<file path="config.mk">
export PLATFORM = sky130hd
export DESIGN_NAME = stream_rr_merge
export DESIGN_NICKNAME = d
export VERILOG_FILES = /design/src/rtl/stream_rr_merge.sv
export SDC_FILE = /design/constraint.sdc
export NUM_CORES = 1
export LEC_CHECK = 0
export BUFFER_PORTS_ARGS = -buffer_cell sky130_fd_sc_hd__clkbuf_2
export CAP_MARGIN = 20
export CORE_MARGIN = 3
export CORE_UTILIZATION = 36
export CTS_CLUSTER_SIZE = 12
export DETAILED_ROUTE_END_ITERATION = 6
export HOLD_SLACK_MARGIN = 0.02
export PLACE_DENSITY = 0.53
export SLEW_MARGIN = 20
export SYNTH_ARGS = -nofsm -noshare
export SYNTH_HDL_FRONTEND = slang
export SYNTH_SLANG_ARGS = --single-unit
</file>
<file path="constraint.sdc">
create_clock -name ap_clk -period 5.69 [get_ports ap_clk]
set_input_delay 0.2845 -clock ap_clk [delete_from_list [all_inputs] [get_ports ap_clk]]
set_output_delay 0.2845 -clock ap_clk [all_outputs]
set_load 0.03 [all_outputs]
</file>
<file path="src/rtl/stream_rr_merge.sv">
// stream_rr_merge: per-channel FIFOs drained by a burst-capable round-robin arbiter onto one registered, tagged output stream
module stream_rr_merge #(
  parameter int DATA_WIDTH = 32,
  parameter int NUM_IN = 2,
  parameter int FIFO_DEPTH = 4,
  parameter int BURST_LEN = 1,
  localparam int ID_W = $clog2(NUM_IN)
) (
  input  logic                         ap_clk,
  input  logic                         ap_rst_n,
  input  logic                         ap_start,
  output logic                         ap_idle,
  input  logic [NUM_IN*DATA_WIDTH-1:0] Input_V_TDATA,
  input  logic [NUM_IN-1:0]            Input_V_TVALID,
  output logic [NUM_IN-1:0]            Input_V_TREADY,
  output logic [DATA_WIDTH-1:0]        Output_1_V_TDATA,
  output logic [ID_W-1:0]              Output_1_V_TDEST,
  output logic                         Output_1_V_TVALID,
  input  logic                         Output_1_V_TREADY
);
  localparam int AW = $clog2(FIFO_DEPTH);
  localparam int CW = $clog2(BURST_LEN + 1);
  localparam logic [AW:0] PTR_ONE = 1;
  localparam logic [AW:0] PTR_WRAP = {1'b1, {AW{1'b0}}};
  logic run;
  logic [DATA_WIDTH-1:0] mem [NUM_IN][FIFO_DEPTH];
  logic [AW:0] wp [NUM_IN];
  logic [AW:0] rp [NUM_IN];
  logic [NUM_IN-1:0] full, empty, push, pop;
  logic [ID_W-1:0] ptr, sel;
  logic [CW-1:0] cnt;
  logic load, stay, found;
  for (genvar i = 0; i < NUM_IN; i++) begin : g_ch
    assign empty[i] = wp[i] == rp[i];
    assign full[i] = (wp[i] ^ rp[i]) == PTR_WRAP;
    assign push[i] = Input_V_TVALID[i] & Input_V_TREADY[i];
    assign pop[i] = load & (sel == ID_W'(i));
  end
  assign Input_V_TREADY = {NUM_IN{run}} & ~full;
  assign load = (~Output_1_V_TVALID | Output_1_V_TREADY) & ~&empty;
  assign stay = ~empty[ptr] & (cnt < CW'(BURST_LEN));
  assign ap_idle = &empty & ~Output_1_V_TVALID;
  always_comb begin
    sel = ptr;
    found = 1'b0;
    for (int k = 1; k <= NUM_IN; k++) begin
      if (!found && !empty[(int'(ptr) + k) % NUM_IN]) begin
        sel = ID_W'((int'(ptr) + k) % NUM_IN);
        found = 1'b1;
      end
    end
    sel = stay ? ptr : sel;
  end
  always_ff @(posedge ap_clk) begin
    for (int i = 0; i < NUM_IN; i++)
      if (push[i]) mem[i][wp[i][AW-1:0]] <= Input_V_TDATA[i*DATA_WIDTH +: DATA_WIDTH];
  end
  always_ff @(posedge ap_clk or negedge ap_rst_n) begin
    if (!ap_rst_n) begin
      for (int i = 0; i < NUM_IN; i++) begin
        wp[i] <= '0;
        rp[i] <= '0;
      end
    end else begin
      for (int i = 0; i < NUM_IN; i++) begin
        if (push[i]) wp[i] <= wp[i] + PTR_ONE;
        if (pop[i]) rp[i] <= rp[i] + PTR_ONE;
      end
    end
  end
  always_ff @(posedge ap_clk or negedge ap_rst_n) begin
    if (!ap_rst_n) begin
      run <= 1'b0;
      ptr <= '0;
      cnt <= '0;
      Output_1_V_TVALID <= 1'b0;
      Output_1_V_TDATA <= '0;
      Output_1_V_TDEST <= '0;
    end else begin
      run <= run | ap_start;
      if (load) begin
        Output_1_V_TDATA <= mem[sel][rp[sel][AW-1:0]];
        Output_1_V_TDEST <= sel;
        Output_1_V_TVALID <= 1'b1;
        ptr <= sel;
        cnt <= stay ? cnt + CW'(1) : CW'(1);
      end else if (Output_1_V_TREADY) begin
        Output_1_V_TVALID <= 1'b0;
      end
    end
  end
endmodule

</file>
==> results of run 1 <==
==> cell usage after synthesis, types with 2 or more instances <==
library cell and number:
o21ai_0 97, nor3_1 190, a2111oi_0 2, o31ai_1 2, dfrtp_1 48, ha_1 10
a311oi_1 5, nand2b_1 2, and3_1 40, xnor2_2 3, buf_6 2, nand2_1 9
buf_2 16, or3_1 2, mux2i_1 32, xnor2_1 8, mux2_2 5, a221o_1 31
xor2_1 6, buf_4 2, nor2_1 8, o221ai_1 95, nand3_1 4, edfxtp_1 256
inv_1 4, a211oi_1 62, clkbuf_1 76, buf_1 8
==> worst paths after layout <==
kind | start | end | slack, ns
worst max register to register | rp[0] | Output_1_V_TDATA[12] | 1.71
min in group asynchronous | ap_rst_n | Output_1_V_TDATA[24] | 0.50
max in group asynchronous | ap_rst_n | ptr | 4.57
worst max-delay path | rp[0] | Output_1_V_TDATA[12] | 1.71
worst min register to register | Output_1_V_TDATA[8] | Output_1_V_TDATA[8] | 0.51
worst min-delay path | Input_V_TDATA[60] | mem[1][124] | 0.03
==> flip-flops by register name, indices dropped and copies added (netlist names) <==
signal,flops
run,1
mem,256
Output_1_V_TDATA,32
wp,6
ptr,1
cnt,1
Output_1_V_TVALID,1
rp,6
==> critical path, stage by stage (launching register included) <==
cell      delay [ns]
dfrtp_1         0.51
xor2_1          0.23
nor3_2          0.28
buf_4           0.84
o21ai_2         0.11
buf_4           0.30
nand2_1         0.58
buf_4           0.46
a211oi_1        0.15
a211oi_1        0.26
a221o_1         0.15
==> layer usage <==
metal	share of wire, %	GRT usage (%)	vias to the layer above
li1	-	-	4504
met1	45	28.6	5088
met2	47	33.3	398
met3	6.0	2.76	60
met4	2.1	5.75	0
met5	0	0	-
==> what timing repair did <==
action,4_1_cts,5_1_grt
endpoints found under the hold margin,217,0
buffers inserted,0,0
hold buffers,46,0
==> logic make-up after synthesis <==
| kind of cell | after synthesis | synth area share (%) |
|---|---|---|
| flip-flops | 304 | 65.2 |
| XOR/XNOR | 17 | 1.26 |
| adder cells (fa/ha/maj) | 10 | 0.917 |
| multiplexers | 37 | 2.76 |
| AO/OA/AOI/OAI | 307 | 16.8 |
| buffers and inverters | 109 | 3.31 |
| AND/OR/NAND/NOR | 259 | 9.79 |
==> area by class of cell <==
type	instances	area (sq um)
Antenna cell	1	2.50
Clock buffer	48	946
Clock inverter	16	90.1
Fill cell	3400	20800
Inverter	5	20.0
Multi-Input combinational cell	630	4370
Sequential cell	304	8890
Tap cell	504	631
Timing Repair Buffer	178	1210
==> through the flow <==
stage,cells,utilization (%)
after global placement,1575,39.7
after floorplan,1043,-
final,1686,43.7
after CTS,1685,43.7
after global routing,1685,43.7
after detailed placement,1575,39.7
==> flow_metrics.py, run 1 <==
metrics = {
    "cells_and_area": {
        "final_common_cell": "edfxtp_1",
        "final_cell_mix": "edfxtp_1 (256), nor3_1 (189), clkbuf_2 (105)",
        "nNetsFinal": 1234,
        "final_area_sq_um": 16200,
        "layout-drive-gt1-share_pct": 17.6,
        "area_growth_pct": 18.5,
    },
    "clock_network": {
        "clockBufferDepth": 3,
        "clkSinkCount": 304,
        "cts_inserted_buffers": 35,
        "htreeDepth": 2,
        "root_buffer": "clkbuf_16",
        "clkTransAtPathRegs_ns": 0.06,
        "cts_tree": "built",
        "cts_resized": 0,
        "clk_latency_ns": 0.52,
    },
    "grt": {
        "overflow": 0,
        "antenna_found_initial": 0,
        "grt_pass1_vias": 10093,
        "grt_pass1_wl_microns": 64000,
        "grt_max_degree": 99,
        "grtUsageTotal_pct": 20.4,
    },
    "floorplanning": {
        "start_util_pct": 36.9,
        "die_area_sq_um": 40300,
        "die_y_microns": 201,
        "io_pins": 107,
        "coreArea_sq_um": 37000,
        "fp-row-count": 70,
        "die_w_microns": 201,
    },
    "sta": {
        "finalCriticalPeriod_ns": 3.98,
        "layout_setup_ws_ns": 1.71,
        "fin_crit_sh_pct": 69.9,
        "worst_slew_pin_slew_ns": 1.11,
        "setup_tns_ns": 0,
        "rsz0062_at_grt": "no",
        "finalHoldViolCount": 0,
        "fin_skew_ns": 0.0180,
        "fmax_mhz": 252,
        "drv_slew": 0,
        "holdWs_ns": 0.0276,
        "setup_viol": 0,
        "relSlewSlack_pct": 26.0,
    },
    "synth": {
        "netlist_top_cells_area": "edfxtp_1 (56%), dfrtp_1 (8.8%), nor3_1 (7.0%), o221ai_1 (6.1%), o21ai_0 (3.6%)",
        "synth-seq-cells": 304,
        "ys_warn_count": 0,
        "synthCells": 1043,
        "synth_top_area_cell": "edfxtp_1",
        "synth_edf_count": 256,
        "synth_top_area_share_pct": 56.4,
        "avgSynthCellArea_sq_um": 13.1,
        "ys_async_sr_fraction_pct": 15.8,
        "syn_nets": 1123,
        "ys.flop_type": "edfxtp_1",
        "syn_area_sq_um": 13600,
        "synth_cell_types": 46,
        "yosysSeqAreaShare_pct": 65.2,
    },
    "place": {
        "hpwl_microns": 22200,
        "gp_congestion": 0.763,
        "post_dp_cell_area_sq_um": 14700,
        "port-buffer-count": 106,
        "dp_slack_ns": 1.71,
    },
    "routing": {
        "ant_nets": 0,
        "drcViolationCount": 0,
        "wl_microns": 42100,
        "routedWlPerCell_microns": 25.0,
        "dr_total_vias": 10050,
        "drt-vias-per-instance": 5.96,
        "first_iter_violations": 819,
        "firstDrtPassIters": 5,
    },
    "job": {
        "drv_cap": 0,
    },
    "hold_path": {
        "worstHoldPathType": "input port to register",
        "hold_depth": 1,
    },
    "worst_setup_path": {
        "crit_required_ns": 6.14,
        "cp-start-kind": "register",
        "critPathKind": "register to register",
        "cp_max_fo": 78,
        "critical_path.endpoint_type": "register",
        "crit_arrival_ns": 4.43,
        "reg2reg_depth": 10,
    },
    "outcome": {
        "status": "complete, no violations",
    },
}
Power of run 1 is left out: the tool's default activity adds up to more than one toggle a clock period on the data nets, which glitch-free logic cannot reach.
==> run 2, diff against run 1 <==
--- a/config.mk
+++ b/config.mk
@@ -12,7 +12,7 @@
 export CTS_CLUSTER_SIZE = 12
 export DETAILED_ROUTE_END_ITERATION = 6
 export HOLD_SLACK_MARGIN = 0.02
-export PLACE_DENSITY = 0.53
+export PLACE_DENSITY = 0.55
 export SLEW_MARGIN = 20
 export SYNTH_ARGS = -nofsm -noshare
 export SYNTH_HDL_FRONTEND = slang
==> constraint.sdc (replaced) <==
create_clock -name ap_clk -period 3.3 [get_ports ap_clk]
set_input_delay 0.165 -clock ap_clk [delete_from_list [all_inputs] [get_ports ap_clk]]
set_output_delay 0.165 -clock ap_clk [all_outputs]
set_load 0.03 [all_outputs]
==> run 2 against run 1 <==
Net effect: register-to-register slack lost 1.4 ns; setup slack lost 1.4 ns; sequential cell count is the same; critical endpoint is now Output_1_V_TDATA[30]; highest routed layer unchanged.
==> flow_metrics.py, run 2 (synthesis gave the netlist of run 1 again) <==
metrics = {
    "routing": {
        "firstDrtPassIters": 4,
        "drcViolationCount": 0,
        "ant_nets": 0,
        "drt-vias-per-instance": 5.97,
        "wl_microns": 43200,
        "dr_total_vias": 10285,
        "first_iter_violations": 763,
        "routedWlPerCell_microns": 25.1,
    },
    "worst_setup_path": {
        "crit_required_ns": 3.72,
        "cp-start-kind": "register",
        "crit_arrival_ns": 3.41,
        "critical_path.endpoint_type": "register",
        "critPathKind": "register to register",
        "cp_max_fo": 39,
    },
    "clock_network": {
        "htreeDepth": 2,
        "cts_inserted_buffers": 34,
        "clk_latency_ns": 0.52,
        "root_buffer": "clkbuf_16",
        "cts_setup_buffers": 0,
        "clkSinkCount": 304,
        "hold_buffers": 68,
        "cts_tree": "built",
        "clockBufferDepth": 3,
        "cts_resized": 0,
        "clkTransAtPathRegs_ns": 0.06,
    },
    "floorplanning": {
        "io_pins": 107,
        "start_util_pct": 36.9,
        "die_area_sq_um": 40300,
        "die_w_microns": 201,
        "coreArea_sq_um": 37000,
        "die_y_microns": 201,
        "fp-row-count": 70,
    },
    "cells_and_area": {
        "final_cell_mix": "edfxtp_1 (256), nor3_1 (189), clkbuf_2 (105)",
        "multi_input_comb_area_sq_um": 4370,
        "layout-drive-gt1-share_pct": 18.9,
        "regArea_sq_um": 8890,
        "num-fill-cells": 3359,
        "largest_reg_flops": 256,
        "nNetsFinal": 1273,
        "final_common_cell": "edfxtp_1",
        "area_growth_pct": 22.7,
    },
    "place": {
        "gp_congestion": 0.774,
        "port-buffer-count": 106,
        "hpwl_microns": 24300,
    },
    "sta": {
        "fin_skew_ns": 0.0219,
        "relSlewSlack_pct": 31.4,
        "fmax_mhz": 334,
        "finalCriticalPeriod_ns": 3.00,
        "drv_slew": 0,
        "setup_viol": 0,
        "fin_crit_sh_pct": 90.8,
        "worst_slew_pin_slew_ns": 1.03,
        "rsz0062_at_grt": "no",
        "setup_tns_ns": 0,
        "finalHoldViolCount": 0,
    },
    "hold_path": {
        "worstHoldPathType": "input port to register",
    },
    "grt": {
        "grt_max_degree": 83,
        "antenna_found_initial": 1,
        "grt_use_met3_pct": 2.63,
        "busiest_layer": "met2",
        "grt_pass1_wl_microns": 65100,
        "overflow": 0,
        "grtUsageTotal_pct": 20.9,
        "gr-usage-met2_pct": 34.7,
        "grt_pass1_vias": 10363,
        "gr-usage-met1_pct": 28.8,
    },
    "job": {
        "drv_cap": 0,
    },
    "outcome": {
        "status": "complete, no violations",
    },
}
-- run 2: changes by cell type in the layout (fill, tap and decap cells not counted), moves of 2 or more --
cell,previous run,this run
buf_12,2,11
and3_2,6,8
clkinv_2,7,3
clkbuf_8,0,9
clkinv_1,7,1
and3_4,3,1
bufinv_16,0,2
dlygate4sd3_1,46,68
clkbuf_1,12,10
buf_4,24,33
-- run 2: final timing paths --
path                                   start                    to  slack, ns  cells after the start
max                                    rp[0]  Output_1_V_TDATA[30]       0.30                      8
min                        Output_1_V_TREADY     Output_1_V_TVALID       0.15                      3
max reg2reg                            rp[0]  Output_1_V_TDATA[30]       0.30                      8
min reg2reg                            wp[5]                 wp[5]       0.52                      1
max in group asynchronous           ap_rst_n  Output_1_V_TDATA[16]       2.10                      3
min in group asynchronous           ap_rst_n  Output_1_V_TDATA[25]       0.25                      2
-- run 2: area by class of cell --
cell class,count,share of cell area [%]
Multi-Input combinational cell,630,26.1
Clock inverter,7,0.613
Tap cell,504,3.77
Timing Repair Buffer,218,10.0
Sequential cell,304,53.2
Antenna cell,1,0.0150
Clock buffer,54,6.20
Inverter,5,0.120
-- run 2: metrics by stage --
stage	instance area (sq um)	std cells	hold WS, ns	worst slack (ns)	util (%)
floorplan	13600	1043	-0.131	0.822	-
global placement	14900	1593	0.234	0.350	40.3
detailed placement	14900	1593	0.241	0.392	40.3
CTS	16700	1722	0.159	0.305	45.3
global route	16700	1722	0.157	0.0162	45.3
finish	16700	1723	0.147	0.305	45.3
-- run 2: worst max-delay path: stages (launching register included) --
cell and delay, ns:
dfrtp_1 0.49, xor2_1 0.22, nor3_2 0.57, buf_4 0.55, or3_1 0.19, o31ai_1 0.07, a2111oi_0 0.51, o211ai_1 0.15
o311ai_1 0.13
-- run 2: per-layer routing --
layer  part of all wire [%]  vias to the layer above
li1                       -                     4576
met5                      0                        -
met3                    5.6                       81
met1                     43                     5216
met2                     48                      412
met4                    2.9                        0
Power of run 2 is left out for the same reason.
==> run 3, diff against run 2 <==
--- a/config.mk
+++ b/config.mk
@@ -7,12 +7,12 @@
 export LEC_CHECK = 0
 export BUFFER_PORTS_ARGS = -buffer_cell sky130_fd_sc_hd__clkbuf_2
 export CAP_MARGIN = 20
-export CORE_MARGIN = 3
 export CORE_UTILIZATION = 36
 export CTS_CLUSTER_SIZE = 12
 export DETAILED_ROUTE_END_ITERATION = 6
 export HOLD_SLACK_MARGIN = 0.02
 export PLACE_DENSITY = 0.55
+export RECOVER_POWER = 25
 export SLEW_MARGIN = 20
 export SYNTH_ARGS = -nofsm -noshare
 export SYNTH_HDL_FRONTEND = slang
==> run 3 against run 2 <==
Net effect: global-route usage up 0.93 points; non-clock buffer count down 5; via count down 0.36%; count of clock-buffer cells in the layout down 3; maximum frequency down 3.6%; core utilization down 0.37 points; worst hold slack worse by 0.018 ns; register-to-register slack worse by 0.11 ns; die area down 3.9%.
==> flow_metrics.py, run 3 (synthesis gave the netlist of run 1 again) <==
metrics = {
    "outcome": {
        "status": "complete, no violations",
    },
    "floorplanning": {
        "io_pins": 107,
        "fp-row-count": 70,
        "start_util_pct": 36.9,
        "coreArea_sq_um": 37000,
        "die_area_sq_um": 38700,
        "die_y_microns": 197,
        "die_w_microns": 197,
    },
    "cells_and_area": {
        "num-fill-cells": 3419,
        "antennaDiodeCount": 0,
        "final_common_cell": "edfxtp_1",
        "utilization_pct": 44.9,
        "layout-drive-gt1-share_pct": 14.6,
        "final_cell_mix": "edfxtp_1 (256), nor3_1 (189), o21ai_0 (96)",
        "largest_reg_flops": 256,
        "nNetsFinal": 1268,
        "area_growth_pct": 21.7,
    },
    "routing": {
        "firstDrtPassIters": 5,
        "drt-vias-per-instance": 5.97,
        "first_iter_violations": 802,
        "drcViolationCount": 0,
        "ant_nets": 0,
        "wl_microns": 42400,
        "routedWlPerCell_microns": 24.7,
        "dr_total_vias": 10248,
    },
    "clock_network": {
        "clockBufferDepth": 3,
        "clk_latency_ns": 0.51,
        "root_buffer": "clkbuf_16",
        "cts_inserted_buffers": 34,
        "htreeDepth": 2,
        "clkTransAtPathRegs_ns": 0.06,
        "clkSinkCount": 304,
        "cts_tree": "built",
    },
    "worst_setup_path": {
        "critPathMaxStageDelay_ns": 0.75,
        "cp-start-kind": "register",
        "cp_max_fo": 18,
        "critPathKind": "register to register",
        "crit_slowest_cell": "nor2_1",
        "crit_required_ns": 3.73,
        "startpoint": "rp[0]",
        "crit_arrival_ns": 3.54,
        "critical_path.endpoint_type": "register",
        "crit_chain": "xor2_1 -> nor3_2 -> o211a_4 -> o221ai_1 -> nor2_1 -> a221o_1",
        "reg2reg_from": "rp[0]",
    },
    "sta": {
        "drv_slew": 0,
        "finalHoldViolCount": 0,
        "fmax_mhz": 322,
        "finalCriticalPeriod_ns": 3.11,
        "relSlewSlack_pct": 34.8,
        "fin_crit_sh_pct": 94.1,
        "setup_tns_ns": 0,
        "worst_slew_pin_slew_ns": 0.976,
        "fin_skew_ns": 0.0166,
        "rsz0062_at_grt": "no",
        "setup_viol": 0,
    },
    "place": {
        "gp_congestion": 0.801,
        "port-buffer-count": 106,
        "hpwl_microns": 23900,
    },
    "grt": {
        "antenna_found_initial": 1,
        "overflow": 0,
        "grtUsageTotal_pct": 21.9,
        "grt_pass1_wl_microns": 63700,
        "grt_max_degree": 86,
        "grt_pass1_vias": 10362,
    },
    "hold_path": {
        "worstHoldPathType": "input port to register",
        "hold_path_startpoint": "Output_1_V_TREADY",
    },
    "job": {
        "drv_cap": 0,
    },
}
-- run 3: changes by cell type in the layout (fill, tap and decap cells not counted), sizes merged --
cell and delta:
clkinv +2, inv -1, bufinv +1, clkbuf -3, diode -1, buf -5
-- run 3: repair_timing --
| item | in CTS | in global routing |
|---|---|---|
| endpoints found under the hold margin | 278 | 0 |
| hold buffers | 68 | 0 |
| gates resized for setup | 0 | 1 |
| setup endpoints to repair | 0 | 1 |
| buffers inserted | 0 | 0 |
-- run 3: per-layer routing --
layer	up-vias	GRT usage (%)	wire, microns
li1	4570	-	-
met1	5160	28.9	17600
met2	438	36.9	21000
met3	78	3.44	2750
met4	2	6.95	1020
met5	-	0	13
-- run 3: path summary, 6_finish.rpt --
kind / cells after the start / slack, ns / to
min reg2reg: 1 / 0.51 / Output_1_V_TDATA[9]
max reg2reg: 6 / 0.19 / Output_1_V_TDATA[12]
min in group asynchronous: 2 / 0.25 / Output_1_V_TDATA[28]
min: 3 / 0.13 / Output_1_V_TVALID
max in group asynchronous: 3 / 2.10 / ptr
max: 6 / 0.19 / Output_1_V_TDATA[12]
-- run 3: metrics by stage --
stage	cell area, sq um	setup slack, ns	instances	hold slack [ns]
after floorplan	13600	0.822	1043	-0.131
after global placement	14900	0.283	1588	0.244
after detailed placement	14900	0.238	1588	0.240
after CTS	16600	0.228	1716	0.131
after global routing	16600	0.00931	1716	0.155
final	16600	0.194	1716	0.129
-- run 3: worst max-delay path: cells and delay by family, from the launching register on --
kind	cells	cell delay [ns]
and+or+nand+nor	2	1.33
DFF	1	0.50
xor gates and xnor gates	1	0.23
AOI/OAI and AO/OA	3	0.97
-- run 3: final cells by class --
| type | instances | area [sq um] | share of cell area, % |
|---|---|---|---|
| flip-flops and latches | 304 | 8890 | 53.6 |
| clock buffers | 51 | 966 | 5.82 |
| clock inverters | 9 | 120 | 0.724 |
| multi-input cells | 630 | 4390 | 26.4 |
| well taps | 504 | 631 | 3.80 |
| repair buffers | 213 | 1580 | 9.51 |
| inverters | 5 | 20.0 | 0.121 |
Power of run 3 is left out for the same reason.
